==> config.mk <==
export PLATFORM = sky130hd
export DESIGN_NAME = ps2_key_rx
export DESIGN_NICKNAME = d
export VERILOG_FILES = /design/src/rtl/ps2_pkg.sv /design/src/rtl/ps2_line_filter.sv /design/src/rtl/ps2_key_rx.sv
export SDC_FILE = /design/constraint.sdc
export NUM_CORES = 1
export LEC_CHECK = 0
export ABC_AREA = 0
export CAP_MARGIN = 20
export CORE_ASPECT_RATIO = 1.2
export CORE_MARGIN = 4
export CORE_UTILIZATION = 35
export CTS_CLUSTER_DIAMETER = 150
export DETAILED_ROUTE_END_ITERATION = 10
export SLEW_MARGIN = 10
export SYNTH_ARGS = -nofsm -noshare
export SYNTH_HDL_FRONTEND = slang
export SYNTH_HIERARCHICAL = 1
export SYNTH_SLANG_ARGS = --single-unit
==> constraint.sdc <==
create_clock -name i_clk -period 1.8 [get_ports i_clk]
set_input_delay 0.36 -clock i_clk [delete_from_list [all_inputs] [get_ports i_clk]]
set_output_delay 0.36 -clock i_clk [all_outputs]
set_load 0.05 [all_outputs]
==> src/rtl/ps2_pkg.sv <==
// ps2_pkg: shared types and constants for the PS/2 keyboard receiver.
//   ps2_state_e    frame FSM states (idle, data bits, parity bit, stop bit)
//   PS2_PFX_EXT    extended-key prefix byte
//   PS2_PFX_BREAK  key-release prefix byte
//   PS2_FRAME_LEN  bits per PS/2 frame (start, 8 data, parity, stop)
package ps2_pkg;

    typedef enum logic [1:0] {
        StIdle,
        StData,
        StParity,
        StStop
    } ps2_state_e;

    localparam logic [7:0]  PS2_PFX_EXT   = 8'hE0;
    localparam logic [7:0]  PS2_PFX_BREAK = 8'hF0;
    localparam int unsigned PS2_FRAME_LEN = 11;

    // Odd parity: data bits plus parity bit must contain an odd number of ones.
    function automatic logic ps2_parity_ok(input logic [7:0] data, input logic par);
        return ^{data, par};
    endfunction

endpackage

==> src/rtl/ps2_line_filter.sv <==
// ps2_line_filter: two-flop synchroniser followed by a level filter for one
// asynchronous PS/2 line. The filtered output only follows the line after
// FILTER_LEN consecutive identical synchronised samples; it resets to 1 (idle).
//   clk        system clock
//   rst        synchronous reset, active-high
//   line_raw   raw asynchronous line
//   line_filt  synchronised, deglitched line
module ps2_line_filter #(
    parameter int unsigned FILTER_LEN = 8
) (
    input  logic clk,
    input  logic rst,
    input  logic line_raw,
    output logic line_filt
);

    localparam int unsigned CW = $clog2(FILTER_LEN + 1);

    logic [1:0]    sync_q;
    logic          filt_q, filt_d;
    logic [CW-1:0] cnt_q, cnt_d;

    // cnt_q counts consecutive samples that disagree with the filtered level.
    always_comb begin
        filt_d = filt_q;
        cnt_d  = '0;
        if (sync_q[1] != filt_q) begin
            if (cnt_q == CW'(FILTER_LEN - 1)) begin
                filt_d = sync_q[1];
            end else begin
                cnt_d = cnt_q + CW'(1);
            end
        end
    end

    always_ff @(posedge clk) begin
        if (rst) begin
            sync_q <= 2'b11;
            filt_q <= 1'b1;
            cnt_q  <= '0;
        end else begin
            sync_q <= {sync_q[0], line_raw};
            filt_q <= filt_d;
            cnt_q  <= cnt_d;
        end
    end

    assign line_filt = filt_q;

endmodule

==> src/rtl/ps2_key_rx.sv <==
// ps2_key_rx: receive-only PS/2 keyboard receiver. Deglitches PS2_CLK/PS2_DAT,
// deserialises 11-bit frames, and folds E0/F0 prefixes into single key events.
// Optional build macro: PS2_KEY_RX_PARITY_EN enables odd-parity checking;
// without it the parity bit is ignored.
//   i_clk        system clock (12 MHz)
//   i_rst        synchronous reset, active-high
//   i_ps2_clk    raw PS/2 clock
//   i_ps2_dat    raw PS/2 data
//   o_key_valid  one-cycle event pulse
//   o_key_code   scan code of last event (held)
//   o_key_break  last event was a release
//   o_key_ext    last event was extended
//   o_err        one-cycle framing / parity / timeout error pulse
//   o_busy       frame in progress
module ps2_key_rx
    import ps2_pkg::*;
#(
    parameter int unsigned FILTER_LEN  = 8,
    parameter int unsigned TIMEOUT_CYC = 24000
) (
    input  logic       i_clk,
    input  logic       i_rst,
    input  logic       i_ps2_clk,
    input  logic       i_ps2_dat,
    output logic       o_key_valid,
    output logic [7:0] o_key_code,
    output logic       o_key_break,
    output logic       o_key_ext,
    output logic       o_err,
    output logic       o_busy
);

    localparam int unsigned TW        = $clog2(TIMEOUT_CYC + 1);
    localparam int unsigned DATA_BITS = PS2_FRAME_LEN - 3;

    logic clk_filt, dat_filt;
    logic clk_prev_q;
    logic fall;

    ps2_state_e    state_q, state_d;
    logic [2:0]    bit_cnt_q, bit_cnt_d;
    logic [7:0]    shift_q, shift_d;
    logic [TW-1:0] tmo_q, tmo_d;
    logic          ext_q, ext_d, brk_q, brk_d;
    logic          valid_q, valid_d, err_q, err_d;
    logic [7:0]    code_q, code_d;
    logic          out_brk_q, out_brk_d, out_ext_q, out_ext_d;
    logic          frame_ok;
`ifdef PS2_KEY_RX_PARITY_EN
    logic          par_q, par_d;
`endif

    ps2_line_filter #(.FILTER_LEN(FILTER_LEN)) u_clk_filt (
        .clk       (i_clk),
        .rst       (i_rst),
        .line_raw  (i_ps2_clk),
        .line_filt (clk_filt)
    );

    ps2_line_filter #(.FILTER_LEN(FILTER_LEN)) u_dat_filt (
        .clk       (i_clk),
        .rst       (i_rst),
        .line_raw  (i_ps2_dat),
        .line_filt (dat_filt)
    );

    assign fall = clk_prev_q & ~clk_filt;

    always_comb begin
        state_d   = state_q;
        bit_cnt_d = bit_cnt_q;
        shift_d   = shift_q;
        ext_d     = ext_q;
        brk_d     = brk_q;
        code_d    = code_q;
        out_brk_d = out_brk_q;
        out_ext_d = out_ext_q;
        valid_d   = 1'b0;
        err_d     = 1'b0;
        frame_ok  = 1'b0;
`ifdef PS2_KEY_RX_PARITY_EN
        par_d     = par_q;
`endif
        tmo_d     = (state_q == StIdle || fall) ? '0 : tmo_q + TW'(1);

        unique case (state_q)
            StIdle: begin
                if (fall) begin
                    if (!dat_filt) begin
                        state_d   = StData;
                        bit_cnt_d = '0;
                    end else begin
                        err_d = 1'b1;
                    end
                end
            end
            StData: begin
                if (fall) begin
                    // LSB arrives first: shift in at the top.
                    shift_d   = {dat_filt, shift_q[7:1]};
                    bit_cnt_d = bit_cnt_q + 3'd1;
                    if (bit_cnt_q == 3'(DATA_BITS - 1)) begin
                        state_d = StParity;
                    end
                end
            end
            StParity: begin
                if (fall) begin
`ifdef PS2_KEY_RX_PARITY_EN
                    par_d = dat_filt;
`endif
                    state_d = StStop;
                end
            end
            StStop: begin
                if (fall) begin
                    state_d = StIdle;
`ifdef PS2_KEY_RX_PARITY_EN
                    frame_ok = dat_filt & ps2_parity_ok(shift_q, par_q);
`else
                    frame_ok = dat_filt;
`endif
                    if (frame_ok) begin
                        if (shift_q == PS2_PFX_EXT) begin
                            ext_d = 1'b1;
                        end else if (shift_q == PS2_PFX_BREAK) begin
                            brk_d = 1'b1;
                        end else begin
                            valid_d   = 1'b1;
                            code_d    = shift_q;
                            out_brk_d = brk_q;
                            out_ext_d = ext_q;
                            ext_d     = 1'b0;
                            brk_d     = 1'b0;
                        end
                    end else begin
                        err_d = 1'b1;
                        ext_d = 1'b0;
                        brk_d = 1'b0;
                    end
                end
            end
        endcase

        // Abandon a stalled frame; prefix flags survive so a resent byte still folds.
        if (state_q != StIdle && !fall && tmo_q == TW'(TIMEOUT_CYC - 1)) begin
            state_d = StIdle;
            err_d   = 1'b1;
            tmo_d   = '0;
        end
    end

    always_ff @(posedge i_clk) begin
        if (i_rst) begin
            clk_prev_q <= 1'b1;
            state_q    <= StIdle;
            bit_cnt_q  <= '0;
            shift_q    <= '0;
            tmo_q      <= '0;
            ext_q      <= 1'b0;
            brk_q      <= 1'b0;
            valid_q    <= 1'b0;
            err_q      <= 1'b0;
            code_q     <= '0;
            out_brk_q  <= 1'b0;
            out_ext_q  <= 1'b0;
`ifdef PS2_KEY_RX_PARITY_EN
            par_q      <= 1'b0;
`endif
        end else begin
            clk_prev_q <= clk_filt;
            state_q    <= state_d;
            bit_cnt_q  <= bit_cnt_d;
            shift_q    <= shift_d;
            tmo_q      <= tmo_d;
            ext_q      <= ext_d;
            brk_q      <= brk_d;
            valid_q    <= valid_d;
            err_q      <= err_d;
            code_q     <= code_d;
            out_brk_q  <= out_brk_d;
            out_ext_q  <= out_ext_d;
`ifdef PS2_KEY_RX_PARITY_EN
            par_q      <= par_d;
`endif
        end
    end

    assign o_key_valid = valid_q;
    assign o_key_code  = code_q;
    assign o_key_break = out_brk_q;
    assign o_key_ext   = out_ext_q;
    assign o_err       = err_q;
    assign o_busy      = (state_q != StIdle);

endmodule

# ---- Word-level counts from Yosys, hierarchy flattened
# Cells that the tools add are included.
dict set report word_totals {
  regBits 57
  in_bits 4
  out_inout_bits 13
}
dict set report classes {
  add_sub_neg 4
  n_eq_ne 19
  n_mux 24
  bitwise_logic 9
  reduce_logical 20
}
# op count
set op_table {}
lappend op_table {{equality test 8 bit, second input constant} 2}
lappend op_table {{adder 15 x 1 -> 15 bit, second input constant} 1}
lappend op_table {{equality test 15 bit, second input constant} 1}
lappend op_table {{inequality test 2 bit, second input constant} 7}
lappend op_table {{two-way mux 1 bit} 12}
lappend op_table {{two-way mux 2 bit} 6}
lappend op_table {{two-way mux 3 bit} 3}
lappend op_table {{OR reduction 3 bit} 3}
lappend op_table {{adder 4 x 1 -> 4 bit, second input constant} 2}
lappend op_table {{equality test 4 x 3 -> 1 bit, second input constant} 2}
lappend op_table {{inverter 1 bit} 8}
lappend op_table {{case mux 2 bit (4 select lines)} 1}
lappend op_table {{case mux 3 bit (2 select lines)} 1}
lappend op_table {{AND reduction 2 bit} 3}
lappend op_table {{AND reduction 3 bit} 2}
lappend op_table {{AND reduction 6 bit} 1}
lappend op_table {{AND reduction 5 bit} 1}
lappend op_table {{OR reduction 5 bit} 1}
lappend op_table {{equality test 2 bit, second input constant} 2}
lappend op_table {{AND reduction 4 bit} 1}
lappend op_table {{nonzero test 2 bit} 2}
lappend op_table {{adder 3 x 1 -> 3 bit, second input constant} 1}
lappend op_table {{equality test 3 bit, second input constant} 1}
lappend op_table {{inequality test 3 bit, second input constant} 1}
lappend op_table {{other kinds (9)} 11}

# ---- Longest topological paths before layout
dict set report logic_depth {
  ltp_word 6
  ltp_mapped 7
  mapped_depth_nobuf 6
}

# ---- Cells and area by module
# Netlist, hierarchy kept.
# mod instances cells_each area_per_inst_um2
set by_module_without_submodules {}
lappend by_module_without_submodules {ps2_key_rx 1 202 1870.5}
lappend by_module_without_submodules {ps2_line_filter 2 23 252.7}

# ---- Worst setup path after synthesis
# Ideal clock, no wire load.
dict set report synth_path {
  kind {flip-flop to flip-flop}
  from {register tmo_q[6]}
  to {register tmo_q[9]}
  setup_ps 115
  t_arrival_ps 1492
  path_slack_ps 193
  stages_incl_launch_ff 6
  synth_period_minus_slack_ps 1607
  cell_sequence {dfxtp_1 or4b_1 nor4_2 a2111o_2 buf_6 nor2_1}
}
dict set report synth_between {
  elab_chain_cells 3
  word_cells_on_any_way 4
  cone_classes {1 x add/sub; 1 x eq/ne; 2 x reduce/logical}
}
# item line
set synth_rtl {}
lappend synth_rtl {{from (decl)} ps2_key_rx.sv:43} ;# logic [TW-1:0] tmo_q, tmo_d;
lappend synth_rtl {{from (signal assigned)} ps2_key_rx.sv:175} ;# tmo_q <= tmo_d;
lappend synth_rtl {{parallel branches: the longest is 3 deep, another holds adder 15 x 1 -> 15 bit} -}
# Parallel ways; which one is timed is not known.
# A chain may end at the register's enable or synchronous reset.

# ---- Final worst setup path
dict set report layout_path {
  from {register state_q[0]}
  to {output o_busy}
}
dict set report layout_between {
  elab_chain_cells 1
}
# item line
set layout_rtl {}
lappend layout_rtl {{from (decl)} ps2_key_rx.sv:40} ;# ps2_state_e state_q, state_d;
lappend layout_rtl {{from (signal assigned)} ps2_key_rx.sv:156} ;# state_q <= StIdle;
lappend layout_rtl {{from (signal assigned)} ps2_key_rx.sv:172} ;# state_q <= state_d;
lappend layout_rtl {{nonzero test 2 bit} ps2_key_rx.sv:194} ;# assign o_busy = (state_q != StIdle);
lappend layout_rtl {{to (decl)} ps2_key_rx.sv:30} ;# output logic o_busy
# No other way between the ends.

==> results by group <==
Outcome
  – Status: finished, final reports clean

STA
  – Setup WS post-layout: 0.0961 ns
  – Setup violations, final: 0
  – Tcrit/Tclk final: 0.947
  – Highest Clock Rate: 0.587 GHz
  – Max-slew headroom: 0.679
  – Final hold vios: 0
  – Worst Tran Pin Value: 0.483 ns
  – RSZ-0062 raised after global routing: false
  – Tmin final: 1.70 ns
  – Final slew viol count: 0
  – Total Neg Setup Slack: 0 ns
  – Clock Skews: 0.00606 ns

Floorplan
  – Die height: 98.3 um
  – Boundary pin count: 17
  – # rows: 32
  – Die area: 8180 sq um
  – Starting density of the core: 0.364
  – Die X: 83.2 um
  – Core area: 6530 sq um

Power
  – Leakage power: 1.09 nW
  – Pwr/cell area: 880 nW/um^2
  – VDD IR-drop max: 0.000553 V

Yosys
  – Yosys top cell by area: dfxtp_1
  – Syn Area/Cell: 9.58 sq um
  – Number of synthesized flops with an enable pin: 0
  – Synth Instances: 248
  – Top cell type's share of synthesized area: 0.480
  – Yosys warns: 6
  – Synth async-reset ratio: 0
  – Sequential element share of the synthesized area: 0.480
  – Synth top cells by count: dfxtp_1, nor2_1, mux2i_1
  – Largest family of logic cells by synthesized area: simple AND/OR/NAND/NOR gates
  – Mapped Nets: 262
  – Synth Area in Compound Gates: 0.0521
  – Post-synthesis adder-cell area fraction: 0.0527
  – Netlist Area Pre-Place: 2380 sq um
  – Library cells used by synthesis: 36
  – Ys flop type: dfxtp_1
  – Simple-gate portion of the synthesized area: 0.232
  – Synth Register Bits: 57
  – Mux cell area share after synthesis: 0.0800
  – Top cells by area, synth: dfxtp_1, mux2i_1, nor2_1
  – Most numerous cell in the Yosys netlist: dfxtp_1
  – Synth Area in XOR/XNOR: 0.0737

Worst hold path
  – HP Class: reg -> reg
  – Hold depth: 1

Placement
  – IO Port Bufs: 16
  – HPWL Detailed: 2790 um
  – Gpl congestion: 0.817
  – Pre-CTS setup slack: 0.129 ns

Global routing
  – Grt met2 use: 0.188
  – Initial antenna violation count: 0
  – Pin count of the biggest net entering global routing: 37
  – Total gr overflow: 0
  – Vias in the first global route: 1627
  – GR Util All Layers: 0.114
  – Global-route wire length before repair: 7510 um
  – Global route hottest layer: met2
  – Met1 usage: 0.125
  – Met3 Use GR: 0.0489

CTS
  – TritonCTS Buffers: 9
  – TritonCTS clock tree: yes
  – H-tree levels: 3
  – Clk root buf: clkbuf_8
  – Hold_buf cts: 0
  – Sink count of the clock tree: 57
  – Clock Tree Buf Depth: 2
  – Worst-Skew Late Latency: 0.33 ns
  – Clock slew seen by the registers of the worst setup and hold paths: 0.06 ns
  – Post-CTS Setup Inserts: 0
  – Post_cts resized: 3

Setup path
  – Worst path max stage delay: 0.40 ns
  – Req. time, crit path: 1.44 ns
  – Crit-path slowest cell: dfxtp_1
  – Crit-path cells: inv_1, ha_2, inv_2, buf_12
  – Startpoint Class: flip-flop
  – Kind of critical path: reg -> out
  – Critical Path End Type: output pin
  – Critical Path Fanout Max: 7
  – Worst path arrival time: 1.34 ns
  – R2R cell count: 4

Detailed routing
  – Vias/cell: 4.66
  – 1st-pass router iterations: 4
  – DR DRC count: 0
  – DRT iter0 DRCs: 80
  – Antenna viol nets, final: 0
  – Vias post-DR: 1693
  – Avg WL per Cell: 11.3 um
  – WL final: 4110 um

Layout
  – Seq. cell area: 1140 sq um
  – Multi-input gate area in the final layout: 1170 sq um
  – Share of cells above drive strength 1: 0.165
  – N_diodes: 0
  – Nets: 287
  – Fillers: 656
  – Layout area overhead: 20.0%

Run
  – Total of max-cap violations: 0
worst paths after layout:
path | from | end | slack (ns)
worst min-delay path | u_clk_filt/sync_q[0]$_SDFF_PP1_ | u_clk_filt/sync_q[1]$_SDFF_PP1_ | 0.41
worst max register to register | tmo_q[6]$_SDFF_PP0_ | tmo_q[5]$_SDFF_PP0_ | 0.18
worst min register to register | u_clk_filt/sync_q[0]$_SDFF_PP1_ | u_clk_filt/sync_q[1]$_SDFF_PP1_ | 0.41
worst max-delay path | state_q[0]$_SDFFE_PP0P_ | o_busy | 0.1
report_power, final:
part | internal [mW] | switching [mW] | total (mW)
clock network | 0.715 | 0.490 | 1.20
logic | 0.0177 | 0.0176 | 0.0354
registers | 1.27 | 0.00233 | 1.27
placed cells by master, fill, tap and decap left out, types with 2 or more instances in the layout:
cell             Yosys  routed
a21oi_1              9       9
a31oi_1              3       3
and3b_2              2       2
buf_12               0       2
buf_4                0      16
clkbuf_8             0      11
clkdlybuf4s50_1      0       3
dfxtp_1             57      57
ha_1                10       9
inv_1                8       7
mux2i_1             19      19
nand2_1              7       7
nand2b_1             8       8
nand3_1             13      13
nand3b_1             5       5
nand4_1              2       2
nor2_1              45      45
nor2b_1              3       3
nor3_1               4       4
nor4_1               6       6
or2_2                5       5
xnor2_1             12      12
xor2_1               8       8
metrics by stage:
step,hold WS [ns],power [mW],instance area (sq um),instances,util
floorplan,0.389,1.32,2380,248,-
global placement,0.395,1.33,2640,347,0.405
detailed placement,0.400,1.33,2640,347,0.405
CTS,0.414,2.57,2850,363,0.437
global route,0.426,2.63,2850,363,0.437
finish,0.411,2.51,2850,363,0.437
routing by layer:
metal | share of wire | vias up | routed length [um]
met5 | 0 | - | 0
li1 | - | 893 | -
met3 | 0.050 | 7 | 206
met1 | 0.45 | 763 | 1840
met2 | 0.48 | 30 | 1960
met4 | 0.023 | 0 | 93
kinds of logic after synthesis:
| logic type | Yosys count |
|---|---|
| adders and majority gates | 10 |
| muxes | 19 |
| DFF | 57 |
| and+or+nand+nor | 107 |
| xor gates and xnor gates | 20 |
| buffers and inverters | 16 |
| AOI/OAI and AO/OA | 19 |
flip-flops by register name, indices dropped and copies added, names as in the netlist, 2 cells and up:
signal and cells:
state_q 2, bit_cnt_q 3, o_key_code 8, u_dat_filt/cnt_q 4, tmo_q 15, u_clk_filt/cnt_q 4, u_dat_filt/sync_q 2, shift_q 8
u_clk_filt/sync_q 2
worst max-delay path: cells and delay by family, from the launching register on:
kind	cells	cell delay, ns
DFF	1	0.40
buffers and inverters	3	0.36
adders and majority gates	1	0.25
area by class of cell:
type                       count  share of cell area
multi-input combinational    175               0.410
sequential                    57               0.400
timing repair buffer          22              0.0698
clock buffer                  12              0.0544
tap                           85              0.0373
clock inverter                 4              0.0180
inverter                       8              0.0105
(Power assumes the default switching activity.)
